**src/rtl/ctrl_pkg.sv**
```systemverilog
// Shared types for the RVX10-P ID-stage control decoder: opcodes, control-field enums,
// the packed control word and its all-zero bubble value.
package ctrl_pkg;

  localparam logic [6:0] OP_LW      = 7'b0000011;
  localparam logic [6:0] OP_SW      = 7'b0100011;
  localparam logic [6:0] OP_R       = 7'b0110011;
  localparam logic [6:0] OP_BEQ     = 7'b1100011;
  localparam logic [6:0] OP_I       = 7'b0010011;
  localparam logic [6:0] OP_JAL     = 7'b1101111;
  localparam logic [6:0] OP_JALR    = 7'b1100111;
  localparam logic [6:0] OP_LUI     = 7'b0110111;
  localparam logic [6:0] OP_CUSTOM0 = 7'b0001011;
  localparam logic [6:0] OP_CUSTOM1 = 7'b0101011;
  localparam logic [6:0] OP_CUSTOM2 = 7'b1011011;
  localparam logic [6:0] OP_CUSTOM3 = 7'b1111011;

  typedef enum logic [2:0] {
    IMM_I = 3'b000, IMM_S = 3'b001, IMM_B = 3'b010, IMM_J = 3'b011, IMM_U = 3'b100
  } imm_src_e;

  typedef enum logic [1:0] {
    RES_ALU = 2'b00, RES_MEM = 2'b01, RES_PC4 = 2'b10, RES_IMM = 2'b11
  } result_src_e;

  typedef enum logic [1:0] {
    ALU_ADD = 2'b00, ALU_SUB = 2'b01, ALU_FUNCT = 2'b10, ALU_CUSTOM = 2'b11
  } alu_op_e;

  typedef enum logic [1:0] {
    ST_EMPTY = 2'b00, ST_FULL = 2'b01, ST_TRAP = 2'b10
  } state_e;

  typedef struct packed {
    logic        reg_write;
    imm_src_e    imm_src;
    logic        alu_src;
    logic        mem_write;
    result_src_e result_src;
    logic        branch;
    alu_op_e     alu_op;
    logic        jump;
    logic        jump_reg;
    logic [1:0]  custom_idx;
  } ctrl_t;

  localparam ctrl_t CTRL_NOP = ctrl_t'(15'd0);

  function automatic ctrl_t make_ctrl(input logic rw, input imm_src_e imm, input logic asrc,
                                      input logic mw, input result_src_e res, input logic br,
                                      input alu_op_e aop, input logic j, input logic jr,
                                      input logic [1:0] idx);
    ctrl_t c;
    c.reg_write  = rw;
    c.imm_src    = imm;
    c.alu_src    = asrc;
    c.mem_write  = mw;
    c.result_src = res;
    c.branch     = br;
    c.alu_op     = aop;
    c.jump       = j;
    c.jump_reg   = jr;
    c.custom_idx = idx;
    return c;
  endfunction

endpackage

```
**src/rtl/ctrl_decode_comb.sv**
```systemverilog
// Pure combinational opcode -> control word table; undecodable opcodes give an all-zero
// word with illegal=1. NUM_CUSTOM selects how many CUSTOM opcodes are recognised.
module ctrl_decode_comb
  import ctrl_pkg::*;
#(
  parameter int NUM_CUSTOM = 1
) (
  input  logic [6:0] op,
  output ctrl_t      ctrl,
  output logic       illegal
);

  always_comb begin
    ctrl    = CTRL_NOP;
    illegal = 1'b0;
    case (op)
      OP_LW:   ctrl = make_ctrl(1'b1, IMM_I, 1'b1, 1'b0, RES_MEM, 1'b0, ALU_ADD,   1'b0, 1'b0, 2'd0);
      OP_SW:   ctrl = make_ctrl(1'b0, IMM_S, 1'b1, 1'b1, RES_ALU, 1'b0, ALU_ADD,   1'b0, 1'b0, 2'd0);
      OP_R:    ctrl = make_ctrl(1'b1, IMM_I, 1'b0, 1'b0, RES_ALU, 1'b0, ALU_FUNCT, 1'b0, 1'b0, 2'd0);
      OP_BEQ:  ctrl = make_ctrl(1'b0, IMM_B, 1'b0, 1'b0, RES_ALU, 1'b1, ALU_SUB,   1'b0, 1'b0, 2'd0);
      OP_I:    ctrl = make_ctrl(1'b1, IMM_I, 1'b1, 1'b0, RES_ALU, 1'b0, ALU_FUNCT, 1'b0, 1'b0, 2'd0);
      OP_JAL:  ctrl = make_ctrl(1'b1, IMM_J, 1'b0, 1'b0, RES_PC4, 1'b0, ALU_ADD,   1'b1, 1'b0, 2'd0);
      OP_JALR: ctrl = make_ctrl(1'b1, IMM_I, 1'b1, 1'b0, RES_PC4, 1'b0, ALU_ADD,   1'b1, 1'b1, 2'd0);
      OP_LUI:  ctrl = make_ctrl(1'b1, IMM_U, 1'b0, 1'b0, RES_IMM, 1'b0, ALU_ADD,   1'b0, 1'b0, 2'd0);
      OP_CUSTOM0: ctrl = make_ctrl(1'b1, IMM_I, 1'b0, 1'b0, RES_ALU, 1'b0, ALU_CUSTOM, 1'b0, 1'b0, 2'd0);
      OP_CUSTOM1: begin
        if (NUM_CUSTOM > 1) ctrl = make_ctrl(1'b1, IMM_I, 1'b0, 1'b0, RES_ALU, 1'b0, ALU_CUSTOM, 1'b0, 1'b0, 2'd1);
        else illegal = 1'b1;
      end
      OP_CUSTOM2: begin
        if (NUM_CUSTOM > 2) ctrl = make_ctrl(1'b1, IMM_I, 1'b0, 1'b0, RES_ALU, 1'b0, ALU_CUSTOM, 1'b0, 1'b0, 2'd2);
        else illegal = 1'b1;
      end
      OP_CUSTOM3: begin
        if (NUM_CUSTOM > 3) ctrl = make_ctrl(1'b1, IMM_I, 1'b0, 1'b0, RES_ALU, 1'b0, ALU_CUSTOM, 1'b0, 1'b0, 2'd3);
        else illegal = 1'b1;
      end
      default: illegal = 1'b1;
    endcase
  end

endmodule

```
**src/rtl/ctrl_decode_pipe.sv**
```systemverilog
// Registered ID-stage main-control decoder with valid/ready handshake, flush and a saturating
// illegal-opcode counter. Optional feature macro: ILLEGAL_TRAP_EN (adds TRAP state and trap_ack).
module ctrl_decode_pipe
  import ctrl_pkg::*;
#(
  parameter int NUM_CUSTOM = 1,
  parameter int ILL_CNT_W  = 8
) (
  input  logic                 clk,
  input  logic                 reset_n,
  input  logic                 in_valid,
  output logic                 in_ready,
  input  logic [6:0]           op,
  input  logic                 flush,
`ifdef ILLEGAL_TRAP_EN
  input  logic                 trap_ack,
`endif
  output logic                 out_valid,
  input  logic                 out_ready,
  output logic                 RegWrite,
  output logic [2:0]           ImmSrc,
  output logic                 ALUSrc,
  output logic                 MemWrite,
  output logic [1:0]           ResultSrc,
  output logic                 Branch,
  output logic [1:0]           ALUOp,
  output logic                 Jump,
  output logic                 JumpReg,
  output logic [1:0]           CustomIdx,
  output logic                 illegal,
  output logic [ILL_CNT_W-1:0] ill_count
);

  state_e               state_r;
  ctrl_t                ctrl_r;
  logic                 illegal_r;
  logic [ILL_CNT_W-1:0] ill_count_r;
  ctrl_t                dec_ctrl_s;
  logic                 dec_illegal_s;
  logic                 accept_s;

  ctrl_decode_comb #(.NUM_CUSTOM(NUM_CUSTOM)) u_decode (
    .op      (op),
    .ctrl    (dec_ctrl_s),
    .illegal (dec_illegal_s)
  );

  // A held illegal word must drain into TRAP, so nothing new may be taken alongside it.
`ifdef ILLEGAL_TRAP_EN
  assign in_ready = !flush && ((state_r == ST_EMPTY) ||
                               ((state_r == ST_FULL) && out_ready && !illegal_r));
`else
  assign in_ready = !flush && ((state_r != ST_FULL) || out_ready);
`endif
  assign accept_s = in_valid && in_ready;

  // Handshake FSM and ID/EX control register; the word is cleared whenever the stage empties.
  always_ff @(posedge clk or negedge reset_n) begin
    if (!reset_n) begin
      state_r   <= ST_EMPTY;
      ctrl_r    <= CTRL_NOP;
      illegal_r <= 1'b0;
    end else if (flush) begin
      state_r   <= ST_EMPTY;
      ctrl_r    <= CTRL_NOP;
      illegal_r <= 1'b0;
    end else begin
      case (state_r)
        ST_EMPTY: begin
          if (accept_s) begin
            state_r   <= ST_FULL;
            ctrl_r    <= dec_ctrl_s;
            illegal_r <= dec_illegal_s;
          end
        end
        ST_FULL: begin
          if (accept_s) begin
            ctrl_r    <= dec_ctrl_s;
            illegal_r <= dec_illegal_s;
          end else if (out_ready) begin
`ifdef ILLEGAL_TRAP_EN
            state_r   <= illegal_r ? ST_TRAP : ST_EMPTY;
`else
            state_r   <= ST_EMPTY;
`endif
            ctrl_r    <= CTRL_NOP;
            illegal_r <= 1'b0;
          end
        end
`ifdef ILLEGAL_TRAP_EN
        ST_TRAP: begin
          if (trap_ack) state_r <= ST_EMPTY;
        end
`endif
        default: begin
          state_r   <= ST_EMPTY;
          ctrl_r    <= CTRL_NOP;
          illegal_r <= 1'b0;
        end
      endcase
    end
  end

  // Saturating count of accepted illegal opcodes.
  always_ff @(posedge clk or negedge reset_n) begin
    if (!reset_n) begin
      ill_count_r <= {ILL_CNT_W{1'b0}};
    end else if (accept_s && dec_illegal_s && !(&ill_count_r)) begin
      ill_count_r <= ill_count_r + {{(ILL_CNT_W-1){1'b0}}, 1'b1};
    end
  end

  assign out_valid = (state_r == ST_FULL);
  assign RegWrite  = ctrl_r.reg_write;
  assign ImmSrc    = ctrl_r.imm_src;
  assign ALUSrc    = ctrl_r.alu_src;
  assign MemWrite  = ctrl_r.mem_write;
  assign ResultSrc = ctrl_r.result_src;
  assign Branch    = ctrl_r.branch;
  assign ALUOp     = ctrl_r.alu_op;
  assign Jump      = ctrl_r.jump;
  assign JumpReg   = ctrl_r.jump_reg;
  assign CustomIdx = ctrl_r.custom_idx;
  assign illegal   = illegal_r;
  assign ill_count = ill_count_r;

endmodule

```
**config.mk**
```make
export PLATFORM = sky130hd
export DESIGN_NAME = ctrl_decode_pipe
export DESIGN_NICKNAME = d
export VERILOG_FILES = /design/src/rtl/ctrl_pkg.sv /design/src/rtl/ctrl_decode_comb.sv /design/src/rtl/ctrl_decode_pipe.sv
export SDC_FILE = /design/constraint.sdc
export NUM_CORES = 1
export LEC_CHECK = 0
export CAP_MARGIN = 20
export CORE_MARGIN = 1.5
export CORE_UTILIZATION = 41
export CTS_BUF_LIST = sky130_fd_sc_hd__clkbuf_16
export CTS_CLUSTER_SIZE = 24
export DETAILED_ROUTE_END_ITERATION = 8
export PLACE_DENSITY = 0.74
export SYNTH_ARGS = -nofsm -noshare
export SYNTH_HDL_FRONTEND = slang
export SYNTH_SLANG_ARGS = --single-unit
```
**constraint.sdc**
```tcl
create_clock -name clk -period 1.5 [get_ports clk]
set_input_delay 0.3 -clock clk [delete_from_list [all_inputs] [get_ports clk]]
set_output_delay 0.3 -clock clk [all_outputs]
set_load 0.01 [all_outputs]
```
==> results.json <==
{
  "synth_area_leader_cell": "dfrtp_1",
  "post-route-min-period_ps": 1590,
  "critical_path_arrival_ps": 1730,
  "cts_buffer_depth": 2,
  "placed_area_um2": 1800,
  "critical_path_class": "flip-flop to flip-flop",
  "start_util_pct": 44.2,
  "synth-xor-area-share_pct": 4.94,
  "ys_warn_count": 0,
  "grt_usage_pct": 20.8,
  "final_cell_mix": "buf_4, dfrtp_1, clkdlybuf4s50_1",
  "crit_required_ps": 1640,
  "hold_viol_final": 0,
  "drt_iter0_markers": 38,
  "synth_cells": 121,
  "yosys.area_share.simple_pct": 24.8,
  "synth_top_cell_area_share_pct": 46.4,
  "area_growth_pct": 65.0,
  "clock-root-buffer": "clkbuf_16",
  "vias": 1203,
  "port_buffers": 35,
  "cts_buffers": 3,
  "diodes": 0,
  "drc": 4,
  "top_layer_used": "met4",
  "via_per_inst": 5.44,
  "yosys.area_share.adder_pct": 1.01,
  "p_total_uw": 1970,
  "syn_avg_cell_area_um2": 10.2,
  "dieArea_um2": 3360,
  "fmax_mhz": 630,
  "finalMaxSlewViolations": 0,
  "routed_wl_um": 3490,
  "insertion_delay_ps": 250,
  "violations": "DRC, setup timing",
  "synth_area_um2": 1240,
  "cp_max_fo": 5,
  "cts.sinks": 23,
  "clk_pin_slew_worst_paths_ps": 60,
  "synth.distinct_cells": 41,
  "nets": 204,
  "ant_nets": 0,
  "fin_area_um2": 2050,
  "regArea_um2": 577,
  "cts_tree": "yes",
  "num_rows": 19,
  "drive_gt1_share_pct": 36.3,
  "hpwl_um": 2190,
  "timing.final.crit_share_pct": 106,
  "synth_compound_gate_area_share_pct": 15.4,
  "wl_met2_um": 1930,
  "cts_htree_levels": 1,
  "multiInputGateArea_um2": 729,
  "final.setup.tns_ps": -252,
  "grt_max_degree": 24,
  "grt_pass1_vias": 1205,
  "wl_met3_um": 136,
  "wire_per_inst_um": 15.8,
  "die_x_um": 58.0,
  "worst_slack_ps": -87.6,
  "clock_skew_ps": 3.71,
  "vdd_drop_max_mv": 0.610,
  "ys_seq_area_share_pct": 46.4,
  "grt_first_pass_wirelength_um": 5420,
  "wl_met1_um": 1400,
  "status": "complete, but fails checks",
  "finalWeightedCongestion": 0.780,
  "final_common_cell": "buf_4",
  "hold_path_class": "primary input to async pin",
  "io_pins": 38,
  "antenna_found_initial": 0,
  "synthMuxAreaShare_pct": 2.12,
  "synth_top_family_by_area": "simple AND/OR/NAND/NOR gates",
  "cap_violations": 0,
  "cellLeakagePower_uw": 0.000984,
  "rsz0062_at_grt": "yes",
  "fillers": 208,
  "first_pass_iters": 6,
  "ys_top_cells_by_area": "dfrtp_1, a22o_1, xnor2_1, nand3_1, nand2_1",
  "start_kind": "flip-flop",
  "die_h_um": 58.0,
  "powerDensity_nw_per_um2": 963,
  "postCtsHoldBufs": 0,
  "cp-end-kind": "flip-flop",
  "grt_overflow": 0,
  "ys_ff_latch": 23,
  "design.core.area_um2": 2810,
  "finalSetupViolations": 8
}
sequential cells by signal, indices dropped and copies added (netlist names):
name	count
ALUSrc	1
illegal	1
RegWrite	1
ALUOp	2
ResultSrc	2
Branch	1
ImmSrc	3
MemWrite	1
ill_count	8
Jump	1
JumpReg	1
state_r	1
kinds of logic after synthesis:
family          Yosys count
simple gates             52
compound gates           24
flops                    23
buf+inv                  11
xor+xnor                  7
mux                       2
fa+ha+maj                 1
other cells               1
path summary, 6_finish.rpt:
path / startpoint / end / slack, ps / depth (start not counted)
setup / recovery: state_r[0] / ill_count[1] / -90 / 5
hold / removal: reset_n / ill_count[0] / 410 / 2
setup reg to reg: state_r[0] / ill_count[1] / -90 / 5
hold reg to reg: ImmSrc[2] / ImmSrc[2] / 480 / 2
max in group asynchronous: reset_n / ill_count[2] / 840 / 2
min in group clk: ImmSrc[2] / ImmSrc[2] / 480 / 2
Yosys cell counts:
master / n
or3b_2: 1
buf_6: 1
nand2_1: 12
or3_1: 2
a22o_1: 7
buf_4: 2
mux2_4: 1
o21ai_0: 3
nor4b_4: 1
nor2_1: 8
a2111oi_2: 1
conb_1: 1
a21o_1: 1
o22ai_1: 1
and2_1: 1
o41ai_1: 1
nand4_1: 3
a32o_1: 2
mux2_2: 1
xor2_1: 1
or2_2: 1
nand2_4: 1
and3_1: 2
dfrtp_1: 23
nand3_1: 9
a211o_1: 1
a41oi_1: 1
nor2b_1: 2
a21oi_1: 4
nor4_4: 1
clkbuf_1: 1
a211oi_2: 1
ha_1: 1
nand2b_4: 1
nand2b_1: 3
buf_2: 4
o31ai_1: 1
nor3_1: 3
inv_1: 3
nor2_2: 1
xnor2_1: 6
critical path, cell delays in order, from the launching register on:
cell and delay, ps:
dfrtp_1 380, nor2b_4 150, nor3_2 140, nor4b_4 420, nand2_4 80, mux2_4 300
where the power goes:
part / leakage [uW] / internal (uW) / switching (uW) / total (uW)
Clock: 0.0000423 / 355 / 201 / 556
Combinational: 0.000634 / 335 / 304 / 639
Sequential: 0.000308 / 698 / 77.3 / 775
Total: 0.000984 / 1390 / 582 / 1970
repair_timing:
action,CTS,global route
pin swaps,12,8
setup buffers,10,3
setup endpoints to repair,30,18
gates resized for setup,38,13
cloned,1,0
cell type report:
cell class	instances	share of cell area, %
Clock buffer	3	3.67
Clock inverter	1	0.183
Inverter	3	0.550
Multi-Input combinational cell	89	35.7
Sequential cell	23	28.2
Tap cell	31	1.90
Timing Repair Buffer	71	29.8
through the flow:
| step | worst slack [ps] | util (%) | cells | hold slack, ps |
|---|---|---|---|---|
| 2_1_floorplan | -86.7 | - | 122 | 4.41 |
| 3_3_place_gp | -680 | 64.3 | 205 | 467 |
| 3_5_place_dp | -708 | 64.3 | 205 | 473 |
| 4_1_cts | -51.2 | 71.1 | 219 | 420 |
| 5_1_grt | -135 | 72.9 | 221 | 436 |
| 6_report | -87.6 | 72.9 | 221 | 410 |
per-layer routing:
layer,GRT usage (%),vias to the layer above
met4,5.32,0
met5,0,-
met3,4.69,2
met1,24.1,599
met2,38.3,30
li1,-,572
(Power assumes the default switching activity.)
